==> config.mk <==
export PLATFORM = sky130hd
export DESIGN_NAME = result_streamer
export DESIGN_NICKNAME = d
export VERILOG_FILES = /design/src/rtl/result_streamer_pkg.sv /design/src/rtl/result_fifo.sv /design/src/rtl/result_streamer.sv
export SDC_FILE = /design/constraint.sdc
export NUM_CORES = 1
export LEC_CHECK = 0
export CAP_MARGIN = 20
export CORE_UTILIZATION = 48
export DETAILED_ROUTE_END_ITERATION = 8
export PLACE_DENSITY = 0.67
export SLEW_MARGIN = 10
export SYNTH_ARGS = -nofsm -noshare
export SYNTH_HDL_FRONTEND = slang
export SYNTH_SLANG_ARGS = --single-unit
==> constraint.sdc <==
create_clock -name clock -period 2.3 [get_ports clock]
set_input_delay 0.575 -clock clock [delete_from_list [all_inputs] [get_ports clock]]
set_output_delay 0.575 -clock clock [all_outputs]
set_load 0.01 [all_outputs]
==> src/rtl/result_streamer_pkg.sv <==
// Shared definitions for the result streamer: element/result widths,
// the streaming FSM state type and the FIFO entry layout.
//   ELEM_W   - width of one matrix element
//   ELEMS    - elements per result (2x2 matrix)
//   COUNT_W  - width of the result count / tag
//   RESULT_W - width of one packed result
package result_streamer_pkg;

  localparam int ELEM_W   = 6;
  localparam int ELEMS    = 4;
  localparam int COUNT_W  = 4;
  localparam int RESULT_W = ELEM_W * ELEMS;

  typedef enum logic {
    IDLE = 1'b0,
    SEND = 1'b1
  } state_t;

  // One stored result together with the count value it arrived with.
  typedef struct packed {
    logic [COUNT_W-1:0]  tag;
    logic [RESULT_W-1:0] data;
  } entry_t;

endpackage

==> src/rtl/result_fifo.sv <==
// Synchronous FIFO of whole results.
//   clock, reset  - rising-edge clock, asynchronous active-low reset
//   push, din     - write request and entry; accepted when not full, or when
//                   a pop happens on the same edge
//   pop, dout     - read request; dout always shows the oldest entry
//   full, empty   - occupancy == DEPTH / occupancy == 0
//   count         - occupancy, 0..DEPTH
module result_fifo
  import result_streamer_pkg::*;
#(
  parameter int DEPTH = 4
) (
  input  logic                     clock,
  input  logic                     reset,
  input  logic                     push,
  input  logic                     pop,
  input  entry_t                   din,
  output entry_t                   dout,
  output logic                     full,
  output logic                     empty,
  output logic [$clog2(DEPTH):0]   count
);

  localparam int AW = $clog2(DEPTH);
  localparam logic [AW:0] FULL_COUNT = (AW + 1)'(DEPTH);

  entry_t         mem [DEPTH];
  logic [AW-1:0]  wr_ptr;
  logic [AW-1:0]  rd_ptr;
  logic           do_push;
  logic           do_pop;

  assign full    = (count == FULL_COUNT);
  assign empty   = (count == '0);
  assign do_pop  = pop && !empty;
  // A pop on the same edge frees the slot the push needs.
  assign do_push = push && (!full || do_pop);
  assign dout    = mem[rd_ptr];

  // Storage carries no reset; only pointers and occupancy define contents.
  always_ff @(posedge clock) begin
    if (do_push) mem[wr_ptr] <= din;
  end

  // Pointers wrap naturally because DEPTH is a power of two.
  always_ff @(posedge clock or negedge reset) begin
    if (!reset) begin
      wr_ptr <= '0;
      rd_ptr <= '0;
      count  <= '0;
    end else begin
      if (do_push) wr_ptr <= wr_ptr + 1'b1;
      if (do_pop)  rd_ptr <= rd_ptr + 1'b1;
      case ({do_push, do_pop})
        2'b10:   count <= count + 1'b1;
        2'b01:   count <= count - 1'b1;
        default: count <= count;
      endcase
    end
  end

endmodule

==> src/rtl/result_streamer.sv <==
// Captures each new multiplier result (signalled by a change of its result
// count) into a FIFO and streams it out one element per beat.
//   clock, reset        - rising-edge clock, asynchronous active-low reset
//   result_in           - packed result, element k = bits [6k+5:6k]
//   result_count        - multiplier result counter; any change = new result
//   out_ready           - downstream accepts the current beat
//   clear_overflow      - synchronous clear of the sticky overflow flag
//   out_valid/out_data/out_index/out_tag/out_last - output beat
//   fifo_full, fifo_empty - FIFO occupancy flags
//   overflow            - sticky: a result was dropped on a full FIFO
//   fsm_state           - current streaming FSM state (debug visibility)
// Handshake: a beat transfers on a rising edge where out_valid && out_ready;
// while out_valid && !out_ready every beat output holds stable.
module result_streamer
  import result_streamer_pkg::*;
#(
  parameter int DEPTH = 4
) (
  input  logic                clock,
  input  logic                reset,
  input  logic [RESULT_W-1:0] result_in,
  input  logic [COUNT_W-1:0]  result_count,
  input  logic                out_ready,
  input  logic                clear_overflow,
  output logic                out_valid,
  output logic [ELEM_W-1:0]   out_data,
  output logic [1:0]          out_index,
  output logic [COUNT_W-1:0]  out_tag,
  output logic                out_last,
  output logic                fifo_full,
  output logic                fifo_empty,
  output logic                overflow,
  output state_t              fsm_state
);

  localparam int AW = $clog2(DEPTH);
  localparam logic [AW:0] FULL_COUNT = (AW + 1)'(DEPTH);

  state_t              state, next_state;
  logic [1:0]          index, next_index;
  entry_t              held;
  entry_t              fifo_dout;
  entry_t              fifo_din;
  logic [COUNT_W-1:0]  last_count;
  logic [AW:0]         occupancy;
  logic                change;
  logic                pop;
  logic                drop;

  assign change   = (result_count != last_count);
  assign fifo_din = '{tag: result_count, data: result_in};
  // Dropped only when already holding DEPTH entries and nothing leaves now.
  assign drop     = change && (occupancy == FULL_COUNT) && !pop;

  result_fifo #(.DEPTH(DEPTH)) u_fifo (
    .clock (clock),
    .reset (reset),
    .push  (change),
    .pop   (pop),
    .din   (fifo_din),
    .dout  (fifo_dout),
    .full  (fifo_full),
    .empty (fifo_empty),
    .count (occupancy)
  );

  always_ff @(posedge clock or negedge reset) begin
    if (!reset) begin
      state      <= IDLE;
      index      <= '0;
      held       <= '0;
      last_count <= '0;
      overflow   <= 1'b0;
    end else begin
      state      <= next_state;
      index      <= next_index;
      last_count <= result_count;
      if (pop) held <= fifo_dout;
      if (drop)                overflow <= 1'b1;
      else if (clear_overflow) overflow <= 1'b0;
    end
  end

  // Next-state: loading the next entry on the final beat keeps SEND busy
  // without a bubble between consecutive results.
  always_comb begin
    next_state = state;
    next_index = index;
    pop        = 1'b0;
    case (state)
      IDLE: begin
        if (!fifo_empty) begin
          pop        = 1'b1;
          next_index = 2'd0;
          next_state = SEND;
        end
      end
      SEND: begin
        if (out_ready) begin
          if (index != 2'd3) begin
            next_index = index + 2'd1;
          end else if (!fifo_empty) begin
            pop        = 1'b1;
            next_index = 2'd0;
          end else begin
            next_state = IDLE;
          end
        end
      end
      default: next_state = IDLE;
    endcase
  end

  // Beat outputs are gated by SEND so reset clears them asynchronously.
  always_comb begin
    out_valid = 1'b0;
    out_data  = '0;
    out_index = '0;
    out_tag   = '0;
    out_last  = 1'b0;
    if (state == SEND) begin
      out_valid = 1'b1;
      out_data  = held.data[index*ELEM_W +: ELEM_W];
      out_index = index;
      out_tag   = held.tag;
      out_last  = (index == 2'd3);
    end
  end

  assign fsm_state = state;

endmodule
==> results_dict.tcl <==
set metrics [dict create \
    cts_hold_buffers 0 \
    drtPass1Iterations 4 \
    vias 2930 \
    die_w_um 116 \
    io_buffers 49 \
    grt_pass1_wl_um 17300 \
    synth_area_mm2 0.00621 \
    core_area_mm2 0.0126 \
    rows 41 \
    finalNonFillerCells 568 \
    start_kind "register" \
    r2r_slack_ns 0.10 \
    synth_ff_type "edfxtp_1" \
    worst_slew_pin_slew_ns 0.577 \
    cap_violations 0 \
    drc_errors 0 \
    postSynth.asyncResetShare_pct 27.7 \
    synth_nets 331 \
    r2r_end "u_fifo.count[2]$_DFFE_PN0P_" \
    placed_cell_area_mm2 0.00714 \
    clk_latency_ns 0.42 \
    overflow 0 \
    synth_top_family_by_area "multiplexers" \
    synth_top_area_cell "edfxtp_1" \
    synth_area_leaders "edfxtp_1 54%, dfrtp_1 17%, mux4_2 12%, mux2_4 6.8%, and2_1 1.7%" \
    power_leakage_uw 0.00295 \
    yosys-mux-area-fraction_pct 19.6 \
    finalCritPeriodShare_pct 105 \
    crit_path_end_kind "output pin" \
    p_switching_uw 3100 \
    antennaDiodeCount 0 \
    p_clk_share_pct 24.2 \
    antenna_found_initial 0 \
    worst-path-max-fanout 4 \
    dp_slack_ns -0.452 \
    nNetsFinal 423 \
    fin_skew_ns 0.00729 \
    violations "setup timing" \
    worst_ep_arrival_time_ns 1.83 \
    stdcell_area_mm2 0.00784 \
    pwr-share-comb_pct 35.6 \
    ir_worst_vdd_v 0.000885 \
    synth_edf_count 112 \
    synth_area_per_cell_um2 21.3 \
    pwr_density_cell_mw_per_mm2 1460 \
    finalMaxSlewViolations 0 \
    yosys_register_bits 155 \
    start_util_pct 49.2 \
    period_needed_ns 2.40 \
    cts_root_buf "clkbuf_16" \
    synth-compound-area-share_pct 1.09 \
    die_area_mm2 0.0134 \
    grt_pass1_vias 3169 \
    ant_nets 0 \
    ys_seq_area_share_pct 71.5 \
    ys_types 31 \
    totalWireLength_um 10600 \
    areaGrowthSynthToFinish_pct 26.3 \
    yosysWarnings 0 \
    vias_per_cell 5.16 \
    swShare_pct 27.0 \
    cts_num_sinks 155 \
    synth_most_common_cell "edfxtp_1" \
    path_class "register to output pin" \
    drtIter0Drc 112 \
    setup_viol 6 \
    io_pins 50 \
    hold_viol 0 \
    status "finished, violations left" \
    cts_buffers 17 \
    yosys.area_share.simple_pct 2.72 \
    synth_fa_ha_area_share_pct 1.53 \
    power_uw 11500 \
    hold_path.class "input pin to asynchronous set/reset pin" \
    tritoncts "done" \
    worstPathRequired_ns 1.73 \
    fin_ws_ns -0.105 \
    finalHoldWorstSlack_ns 0.135 \
    clk_pin_slew_ns 0.06 \
    dpl.hpwl_um 6890 \
    internal-power_uw 8380 \
    synthCells 292 \
    drive_gt1_share_pct 37.9 \
    wl_per_cell_um 18.7 \
    synth_xor_area_share_pct 1.41 \
    rsz0062_at_grt "yes" \
    clock_path_buffers 2 \
    grt_start_max_net_pins 31 \
    pwr-share-seq_pct 40.2 \
    grtUsageTotal_pct 18.4 \
    die_height_um 116 \
    relSlewSlack_pct 61.6 \
    reg2reg_from "index[0]$_DFFE_PN0P_" \
    dp.cells 532 \
    routabilityCongestion 0.705 \
    ctsHtreeMaxLevel 4 \
    fmax_ghz 0.416 \
    synthTopCellsByCount "112 x edfxtp_1, 43 x dfrtp_1, 34 x mux4_2" \
    worst_r2r_path_depth 12 \
    synth_top_area_share_pct 54.2 \
]
[critical path, stage by stage, from the launching register on]
cell	delay, ns
dfrtp_1	0.40
buf_12	0.13
buf_12	0.11
mux4_2	0.50
and2_4	0.16
buf_6	0.11
[power by group through the flow]
stage	logic [µW]	clock network (µW)	registers [µW]
global placement	3890	0	4610
detailed placement	3930	0	4660
finish	4090	2780	4620
global route	4410	2940	4720
CTS	4090	2820	4630
floorplan	2580	0	4470
[stage by stage]
step	utilization, %	setup TNS [ns]
3_5_place_dp	56.6	-22.46
3_3_place_gp	56.6	-19.37
6_report	62.1	-0.520
2_1_floorplan	-	0
4_1_cts	61.8	-0.587
5_1_grt	62.1	-0.861
[cell usage in the layout, fill, tap and decap left out, drive strengths merged]
cell type / synthesis / final
fa: 1 / 1
ha: 6 / 6
mux2i: 1 / 1
xnor2: 3 / 3
xor2: 7 / 7
mux2: 30 / 30
nor2: 3 / 3
o22ai: 1 / 1
dlygate4sd2: 0 / 1
mux4: 34 / 34
and3: 1 / 1
nand2b: 1 / 1
inv: 8 / 8
clkbuf: 3 / 20
a21oi: 1 / 1
clkdlybuf4s50: 0 / 36
clkinv: 0 / 6
and2: 17 / 17
a22o: 2 / 2
a21boi: 2 / 2
buf: 10 / 45
nor4: 1 / 1
a31o: 1 / 1
edfxtp: 112 / 112
dlymetal6s2s: 0 / 4
bufinv: 0 / 4
nor2b: 1 / 1
nor3: 1 / 1
dfrtp: 43 / 43
nand2: 2 / 2
clkinvlp: 0 / 1
[logic make-up (layout without fill, tap and decap cells)]
| group | count (synthesis) | in the layout |
|---|---|---|
| AOI/OAI and AO/OA | 7 | 7 |
| adders and majority gates | 7 | 7 |
| xor gates and xnor gates | 10 | 10 |
| and+or+nand+nor | 27 | 27 |
| muxes | 65 | 65 |
| DFF | 155 | 155 |
| buffers and inverters | 21 | 125 |
[sequential cells by signal, summed over array words and instances, names as in the netlist]
| signal | cells |
|---|---|
| fsm_state | 1 |
| overflow | 1 |
| u_fifo.mem | 112 |
| index | 2 |
| u_fifo.count | 3 |
| last_count | 4 |
| u_fifo.wr_ptr | 2 |
| held | 28 |
| u_fifo.rd_ptr | 2 |
[layer usage]
| metal | track usage, % | wire [µm] | up-vias |
|---|---|---|---|
| li1 | - | - | 1324 |
| met1 | 23.4 | 4720 | 1526 |
| met2 | 29.5 | 5330 | 61 |
| met3 | 5.33 | 380 | 19 |
| met4 | 8.55 | 211 | 0 |
| met5 | 0 | 0 | - |
[cell type report]
cell class,count,area (µm²)
Fill cell,915,4780
Sequential cell,155,4440
Multi-Input combinational cell,116,1690
Timing Repair Buffer,86,875
Clock buffer,20,437
Tap cell,172,215
Clock inverter,11,151
Inverter,8,30.0
[how the worst max path moves through the flow]
stage / startpoint / slack (ns) / depth (start not counted) / end
after detailed placement: result_count[1] / -0.45 / 11 / u_fifo.count[2]$_DFFE_PN0P_
after global routing: index[0]$_DFFE_PN0P_ / -0.16 / 5 / out_data[5]
after floorplan: result_count[1] / 0.06 / 10 / u_fifo.count[2]$_DFFE_PN0P_
final: index[0]$_DFFE_PN0P_ / -0.10 / 5 / out_data[5]
after global placement: result_count[0] / -0.38 / 11 / u_fifo.count[2]$_DFFE_PN0P_
after CTS: index[0]$_DFFE_PN0P_ / -0.13 / 5 / out_data[5]
[repair_timing]
item	4_1_cts	5_1_grt
buffers inserted	5	1
endpoints found under the hold margin	0	0
pin swaps	10	5
endpoints found under the setup margin	9	11
resized for setup	40	13
(Power assumes the default switching activity.)
